$ cat src/rtl/wb_regfile.sv
// -----------------------------------------------------------------------------
// wb_regfile
// Writeback stage plus architectural register file.
//
// Takes the MEM/WB pipeline outputs, extracts and extends load data, selects
// the writeback value, writes the register file and serves the two ID-stage
// read ports with same-cycle write bypass. It also keeps a sticky
// misaligned-load flag and a retired-instruction counter.
//
// Ports:
//   clk, reset          rising-edge clock, asynchronous active-high reset
//   wb_valid            instruction present in WB this cycle
//   reg_write           instruction writes rd
//   mem_to_reg          1 = load data, 0 = ALU result
//   ld_funct3           load type (LB/LH/LW/LBU/LHU, others act as LW)
//   addr_lo             data address bits [1:0]
//   do_mem, y_alu       raw memory word, ALU result
//   rd, rs1, rs2        destination and ID read addresses
//   rs1_data, rs2_data  read data with write bypass (combinational)
//   wb_data, wb_we      writeback value / effective write enable (comb.)
//   wb_rd               rd passthrough for the hazard unit
//   misalign_err        sticky: a misaligned load was suppressed
//   instret             retired, non-faulting instruction count
// -----------------------------------------------------------------------------
module wb_regfile #(
    parameter int NREG  = 32,
    parameter int XLEN  = 32,
    parameter int CNT_W = 32
) (
    input  logic                     clk,
    input  logic                     reset,
    input  logic                     wb_valid,
    input  logic                     reg_write,
    input  logic                     mem_to_reg,
    input  logic [2:0]               ld_funct3,
    input  logic [1:0]               addr_lo,
    input  logic [XLEN-1:0]          do_mem,
    input  logic [XLEN-1:0]          y_alu,
    input  logic [$clog2(NREG)-1:0]  rd,
    input  logic [$clog2(NREG)-1:0]  rs1,
    input  logic [$clog2(NREG)-1:0]  rs2,
    output logic [XLEN-1:0]          rs1_data,
    output logic [XLEN-1:0]          rs2_data,
    output logic [XLEN-1:0]          wb_data,
    output logic                     wb_we,
    output logic [$clog2(NREG)-1:0]  wb_rd,
    output logic                     misalign_err,
    output logic [CNT_W-1:0]         instret
);

    localparam int RW = $clog2(NREG);

    localparam logic [2:0] F3_LB  = 3'b000;
    localparam logic [2:0] F3_LH  = 3'b001;
    localparam logic [2:0] F3_LW  = 3'b010;
    localparam logic [2:0] F3_LBU = 3'b100;
    localparam logic [2:0] F3_LHU = 3'b101;

    // Little-endian byte/halfword extraction with sign or zero extension.
    // Unknown funct3 codes fall through to a full-word load.
    function automatic logic [XLEN-1:0] load_extract(
        input logic [2:0]      f3,
        input logic [1:0]      a,
        input logic [XLEN-1:0] w
    );
        logic [XLEN-1:0] byte_sh;
        logic [XLEN-1:0] half_sh;
        logic [7:0]      b;
        logic [15:0]     h;
        logic [XLEN-1:0] r;
        byte_sh = w >> {a, 3'b000};
        half_sh = w >> {a[1], 4'b0000};
        b       = byte_sh[7:0];
        h       = half_sh[15:0];
        case (f3)
            F3_LB:   r = {{(XLEN-8){b[7]}}, b};
            F3_LBU:  r = {{(XLEN-8){1'b0}}, b};
            F3_LH:   r = {{(XLEN-16){h[15]}}, h};
            F3_LHU:  r = {{(XLEN-16){1'b0}}, h};
            F3_LW:   r = w;
            default: r = w;
        endcase
        return r;
    endfunction

    logic [XLEN-1:0]  regs_r [NREG];
    logic             misalign_err_r;
    logic [CNT_W-1:0] instret_r;

    logic             is_byte_s;
    logic             is_half_s;
    logic             is_word_s;
    logic             misaligned_s;
    logic             retire_s;
    logic [XLEN-1:0]  wb_data_s;
    logic             wb_we_s;
    logic [XLEN-1:0]  rs1_data_s;
    logic [XLEN-1:0]  rs2_data_s;

    // Decode load size, detect misalignment and form the writeback value/enable.
    always_comb begin
        is_byte_s    = 1'b0;
        is_half_s    = 1'b0;
        is_word_s    = 1'b0;
        case (ld_funct3)
            F3_LB, F3_LBU: is_byte_s = 1'b1;
            F3_LH, F3_LHU: is_half_s = 1'b1;
            default:       is_word_s = 1'b1;
        endcase
        misaligned_s = wb_valid & mem_to_reg &
                       ((is_half_s & addr_lo[0]) | (is_word_s & (addr_lo != 2'b00)));
        if (mem_to_reg) begin
            wb_data_s = load_extract(ld_funct3, addr_lo, do_mem);
        end else begin
            wb_data_s = y_alu;
        end
        wb_we_s  = wb_valid & reg_write & (rd != {RW{1'b0}}) & ~misaligned_s;
        retire_s = wb_valid & ~misaligned_s;
    end

    // Read ports: x0 reads zero, a same-cycle write to the address is bypassed.
    always_comb begin
        if (rs1 == {RW{1'b0}}) begin
            rs1_data_s = {XLEN{1'b0}};
        end else if (wb_we_s && (rs1 == rd)) begin
            rs1_data_s = wb_data_s;
        end else begin
            rs1_data_s = regs_r[rs1];
        end
        if (rs2 == {RW{1'b0}}) begin
            rs2_data_s = {XLEN{1'b0}};
        end else if (wb_we_s && (rs2 == rd)) begin
            rs2_data_s = wb_data_s;
        end else begin
            rs2_data_s = regs_r[rs2];
        end
    end

    // Register file write; x0 is excluded by wb_we_s so it stays zero.
    always_ff @(posedge clk or posedge reset) begin
        if (reset) begin
            for (int i = 0; i < NREG; i++) begin
                regs_r[i] <= {XLEN{1'b0}};
            end
        end else if (wb_we_s) begin
            regs_r[rd] <= wb_data_s;
        end
    end

    // Sticky misaligned-load flag and wrapping retired-instruction counter.
    always_ff @(posedge clk or posedge reset) begin
        if (reset) begin
            misalign_err_r <= 1'b0;
            instret_r      <= {CNT_W{1'b0}};
        end else begin
            if (misaligned_s) begin
                misalign_err_r <= 1'b1;
            end
            if (retire_s) begin
                instret_r <= instret_r + {{(CNT_W-1){1'b0}}, 1'b1};
            end
        end
    end

    assign rs1_data     = rs1_data_s;
    assign rs2_data     = rs2_data_s;
    assign wb_data      = wb_data_s;
    assign wb_we        = wb_we_s;
    assign wb_rd        = rd;
    assign misalign_err = misalign_err_r;
    assign instret      = instret_r;

endmodule

$ cat config.mk
export PLATFORM = sky130hd
export DESIGN_NAME = wb_regfile
export DESIGN_NICKNAME = d
export VERILOG_FILES = /design/src/rtl/wb_regfile.sv
export SDC_FILE = /design/constraint.sdc
export NUM_CORES = 2
export LEC_CHECK = 0
export ABC_AREA = 1
export CORE_ASPECT_RATIO = 0.8
export CORE_MARGIN = 5
export CORE_UTILIZATION = 56
export DETAILED_ROUTE_END_ITERATION = 10
export PLACE_DENSITY_LB_ADDON = 0.1
export SLEW_MARGIN = 5
export SYNTH_ARGS = -nofsm -noshare
export SYNTH_HDL_FRONTEND = slang
export SYNTH_SLANG_ARGS = --single-unit
$ cat constraint.sdc
create_clock -name clk -period 41.4 [get_ports clk]
set_clock_uncertainty 0.1 [all_clocks]
set_input_delay 10.35 -clock clk [delete_from_list [all_inputs] [get_ports clk]]
set_output_delay 10.35 -clock clk [all_outputs]
set_load 0.03 [all_outputs]
# Word-level counts from Yosys, hierarchy flattened
# Index checks and enable logic that the tools add are counted.
# W data, S select, Z words.
[totals] rom_bits=0 memories=0 latchBits=0 ramBits=0 input_bits=89 wordCells=86 out_inout_bits=135 regBits=1057
[classes] n_reduce_logical=10 n_mux=17 mul=0 shift=2 n_addsub=1 div_mod_pow=0 bitwise_logic=13 magnitude_cmp=4 n_eq_ne=5
[op_table] cell="$bwmux W1024" count=1
[op_table] cell="$bmux W32 S5" count=2
[op_table] cell="$mux W32" count=10
[op_table] cell="$demux W32 S5" count=1
[op_table] cell="$pmux W32 S4" count=1
[op_table] cell="$add A32 B1 Y32 const B" count=1
[op_table] cell="$shr A32 B5 Y16" count=1
[op_table] cell="$shr A32 B5 Y8" count=1
[op_table] cell="$ge A6 B6 Y1 const B" count=3
[op_table] cell="$not A5 Y6" count=3
[op_table] cell="$eq A5 B5 Y1" count=2
[op_table] cell="$logic_not A5 Y1" count=2
[op_table] cell="$and A1 B1 Y1" count=8
[op_table] cell="$eq A3 B3 Y1 const B" count=2
[op_table] cell="$lt A6 B1 Y1 const B" count=1
[op_table] cell="$reduce_bool A5 Y1" count=1
[op_table] cell="$reduce_or A4 Y1" count=1
[op_table] cell="$eq A3 B1 Y1 const B" count=1
[op_table] cell="$logic_and A1 B1 Y1" count=3
[op_table] cell="$logic_not A3 Y1" count=1
[op_table] cell="$mux W1" count=2
[op_table] cell="$reduce_bool A2 Y1" count=1
[op_table] cell="$reduce_or A2 Y1" count=1
[op_table] cell="$not A1 Y1" count=1
[op_table] cell="$or A1 B1 Y1" count=1

# Longest topological paths before layout
[logic_depth] word_depth=11 ltp_mapped=15 mapped_depth_nobuf=12

# Worst setup path before layout
# Ideal clock, no wire load.
[synth_path] path_type="input to output" start="input port ld_funct3[1]" end="output port rs1_data[17]" path_buffers=2 required_ns=30.950 stages=11 slack_ns=18.786 t_arrival_ns=12.164 cell_sequence="buf_6 > nor2_4 > inv_2 > nor2_1 > nand2_1 > nand2_1 > buf_2 > nand2_1 > nand2_1 > o21ai_0 > nor2_1"
[synth_via] elab_cells_between_ends=19 classes_between="3 x eq/ne; 6 x mux; 6 x bitwise; 4 x reduce/logical"
[synth_rtl] element="start: declaration" line="35" rtl="input logic [2:0] ld_funct3,"
[synth_rtl] element="$eq A3 B3 Y1, or another cell as far along" line="75" rtl="case (f3)"
[synth_rtl] element="$pmux W32 S4 (*)" line="75"
[synth_rtl] element="$mux W32 (*)" line="112" rtl="if (mem_to_reg) begin"
[synth_rtl] element="net wb_data[17]" line="44" rtl="output logic [XLEN-1:0] wb_data,"
[synth_rtl] element="$mux W32 (*)" line="125" rtl="end else if (wb_we_s && (rs1 == rd)) begin"
[synth_rtl] element="$mux W32 (*)" line="123" rtl="if (rs1 == {RW{1'b0}}) begin"
[synth_rtl] element="end: declaration" line="42" rtl="output logic [XLEN-1:0] rs1_data,"
# The timed path passes the listed nets; every way through them passes the cells marked *.

# Worst setup path after layout
[layout_path] start="input port rs1[0]" end="output port rs1_data[30]"
[layout_via] elab_chain_len=6 elab_cells_between_ends=9 classes_between="1 x eq/ne; 5 x mux; 1 x bitwise; 2 x reduce/logical"
[layout_rtl] element="start: declaration" line="40" rtl="input logic [$clog2(NREG)-1:0] rs1,"
[layout_rtl] element="$not A5 Y6 (not written as such)" line="128" rtl="rs1_data_s = regs_r[rs1];"
[layout_rtl] element="$bmux W32 S5" line="128"
[layout_rtl] element="$mux W32 (not written as such) (2 in series)" line="128"
[layout_rtl] element="$mux W32" line="125"
[layout_rtl] element="$mux W32 (*)" line="123"
# Every way passes the cells marked *; elsewhere a longest branch is shown, timed or not. The select of a mux whose other input is x is not followed.

==> reports/qor.yml <==
outcome:
  status: "completed"
clock_network:
  insertion_delay_ns: 0.74
  clk_path_buf_depth: 3
  root_buffer: "clkbuf_16"
  cts_buffers: 110
  cts_resized: 0
  hold_buffers: 0
  cts.sinks: 1057
  path_clk_slew_ns: 0.06
  cts_tree: "yes"
  ctsHtreeMaxLevel: 3
  postCtsSetupBuffers: 0
timing:
  max_freq_ghz: 0.03873
  fin_crit_ns: 25.82
  period_share_pct: 62.36
  relSlewSlack_pct: 10.32
  setup_tns_ns: 0
  rsz0062_at_grt: "no"
  tightest_slew_ns: 1.345
  hold_viol_final: 0
  setup_viol_count_final: 0
  setup_ws_ns: 15.58
  report.final.slew_viol_count: 0
worst_setup_path:
  critPathArrivalTime_ns: 15.37
  crit_path_top_delay_cell: "buf_4"
  cp_cell_sequence: "buf_8 -> inv_8 -> buf_12 -> buf_4 -> nand2_1 -> nand3_1 -> nand3_1 -> nand3_1 -> nand3_1 -> nand2_1 -> nor2_1 -> nor2_1 -> clkdlybuf4s50_1"
  crit_fanout: 222
  crit_buf_inv: 5
  endpoint_kind: "primary output"
  cp.required_ns: 30.95
  start_kind: "primary input"
  path_class: "in2out"
  crit_top_cell: "nand3_1"
  slowest_delay_ns: 0.88
  critPathTopFamily: "buffers and inverters"
die:
  die_w_um: 377.7
  fp.dieH_um: 304.2
  core_sq_mm: 0.1070
  dieArea_sq_mm: 0.1149
  ioPinCount: 224
  rows: 107
  start_util_pct: 56.62
hold_path:
  holdCritPathClass: "reg2reg"
synth:
  synth-edff-count: 0
  synth_top_area_share_pct: 43.67
  synth_seq_cells: 1057
  synth_cell_types: 36
  synth_ff_type: "dfrtp_1"
  avgSynthCellArea_sq_um: 6.771
  yosys_warnings: 0
  synth_cells: 8946
  synth.area.top_cells: "dfrtp_1, nand2_1, nand3_1"
  async_reset_ff_share_pct: 100.0
  synth.largest_area_cell: "dfrtp_1"
  synth_seq_area_share_pct: 43.67
  syn_area_sq_mm: 0.06057
  syn_nets: 9036
grt:
  grt_busiest_layer: "met2"
  grt_overflow: 0
  antenna_found_initial: 7
  grt_pass1_wl_um: 367600
  grt_pass1_vias: 58568
  grt_max_degree: 223
  use_met3_pct: 17.49
  grt_use_met1_pct: 56.98
  grtUsageTotal_pct: 41.58
  use_met2_pct: 57.33
pwr:
  powerDensity_mw_per_mm2: 44.26
  peakVddDrop_uv: 29.05
  power_mw: 2.944
  power_leakage_nw: 31.07
detailed_routing:
  dr.first_iter.drc_count: 11040
  vias_per_cell: 6.344
  remaining_drc_errors: 0
  first_pass_iters: 10
  vias: 64108
  wl_per_cell_um: 24.28
  final_antenna_net_count: 0
  drt-total-wl_um: 245300
place:
  io_buffers: 223
  hpwlAfterDp_um: 136600
  pre_cts_slack_ns: 15.85
  place_congestion: 0.9550
  placed_area_sq_mm: 0.06244
finish:
  drive_above_1_share_pct: 4.836
  design_area_sq_mm: 0.06652
  syn2layout_area_growth_pct: 9.816
  final_nets: 8682
run:
  cap_violations: 0
stage by stage:
step / cells / utilization, % / hold WS, ns
2_1_floorplan: 8946 / - / 0.3290
3_3_place_gp: 9897 / 58.37 / 0.2655
3_5_place_dp: 9897 / 58.37 / 0.2663
4_1_cts: 10101 / 62.17 / 0.2799
5_1_grt: 10102 / 62.17 / 0.2938
6_report: 10105 / 62.18 / 0.2811
cells in the final DEF, fill, tap and decap left out, drive strengths merged:
cell type | netlist | layout
dfrtp | 1057 | 1057
nand3 | 1917 | 1917
bufinv | 0 | 21
xnor2 | 4 | 4
ha | 1 | 1
buf | 160 | 115
clkinv | 3 | 19
nand2 | 3638 | 3638
a21oi | 79 | 79
o211ai | 16 | 16
xor2 | 29 | 29
nor3b | 1 | 1
inv | 272 | 280
nand4 | 10 | 10
diode | 0 | 4
a21o | 1 | 1
o21ai | 931 | 931
nand3b | 3 | 3
clkbuf | 634 | 155
or2 | 4 | 4
nor3 | 20 | 20
nor2 | 166 | 166
clkdlybuf4s50 | 0 | 213
clkinvlp | 0 | 4
path summary, 6_finish.rpt:
path,start,depth (start not counted),slack (ns),end
worst max-delay path,rs1[0],13,15.58,rs1_data[30]
max in group asynchronous,reset,5,28.10,regs_r[549]
worst max register to register,instret[1],9,39.34,instret[21]
worst min register to register,regs_r[994],0,0.28,regs_r[994]
min in group asynchronous,reset,2,10.04,regs_r[1019]
worst min-delay path,regs_r[994],0,0.28,regs_r[994]
sequential cells by signal (all words and copies together), names as in the netlist:
signal / cells
misalign_err: 1
regs_r: 1024
instret: 32
power breakdown:
part           leakage (nW)  internal, mW  switching [mW]
clock network          2.00         0.676           0.452
logic                  14.9         0.178           0.380
registers              14.2          1.16           0.102
layout make-up:
cell class,count,area (sq um)
diodes,4,10.01
clock buffers,155,3246
inverters,275,1089
repair buffers,328,3128
flip-flops and latches,1057,26450
well taps,1417,1773
multi-input cells,6820,30000
fillers,9820,40450
clock inverters,49,820.8
logic make-up (layout without fill, tap and decap cells):
logic type,after synthesis,in the layout,synth area share (%)
simple gates,5759,5759,39.97
buf+inv,1069,807,7.065
flops,1057,1057,43.67
compound gates,1027,1027,8.798
xor+xnor,33,33,0.4772
fa+ha+maj,1,1,0.02065
other cells,0,4,0
routing by layer:
layer / part of all wire, % / up-vias
met1: 38 / 29776
met3: 17 / 926
met4: 5.4 / 2
met5: 0.0029 / -
li1: - / 28329
met2: 40 / 5075
cells in the mapped netlist (8+ instances only):
| cell | number |
|---|---|
| a21oi_1 | 79 |
| buf_1 | 71 |
| buf_2 | 58 |
| buf_4 | 12 |
| buf_6 | 19 |
| clkbuf_1 | 632 |
| dfrtp_1 | 1057 |
| inv_1 | 254 |
| inv_2 | 17 |
| nand2_1 | 3628 |
| nand2_4 | 8 |
| nand3_1 | 1916 |
| nand4_1 | 10 |
| nor2_1 | 162 |
| nor3_1 | 16 |
| o211ai_1 | 16 |
| o21ai_0 | 809 |
| o21ai_1 | 83 |
| o21ai_2 | 39 |
| xor2_1 | 29 |
Note: power is estimated with default switching activity, not from simulation.
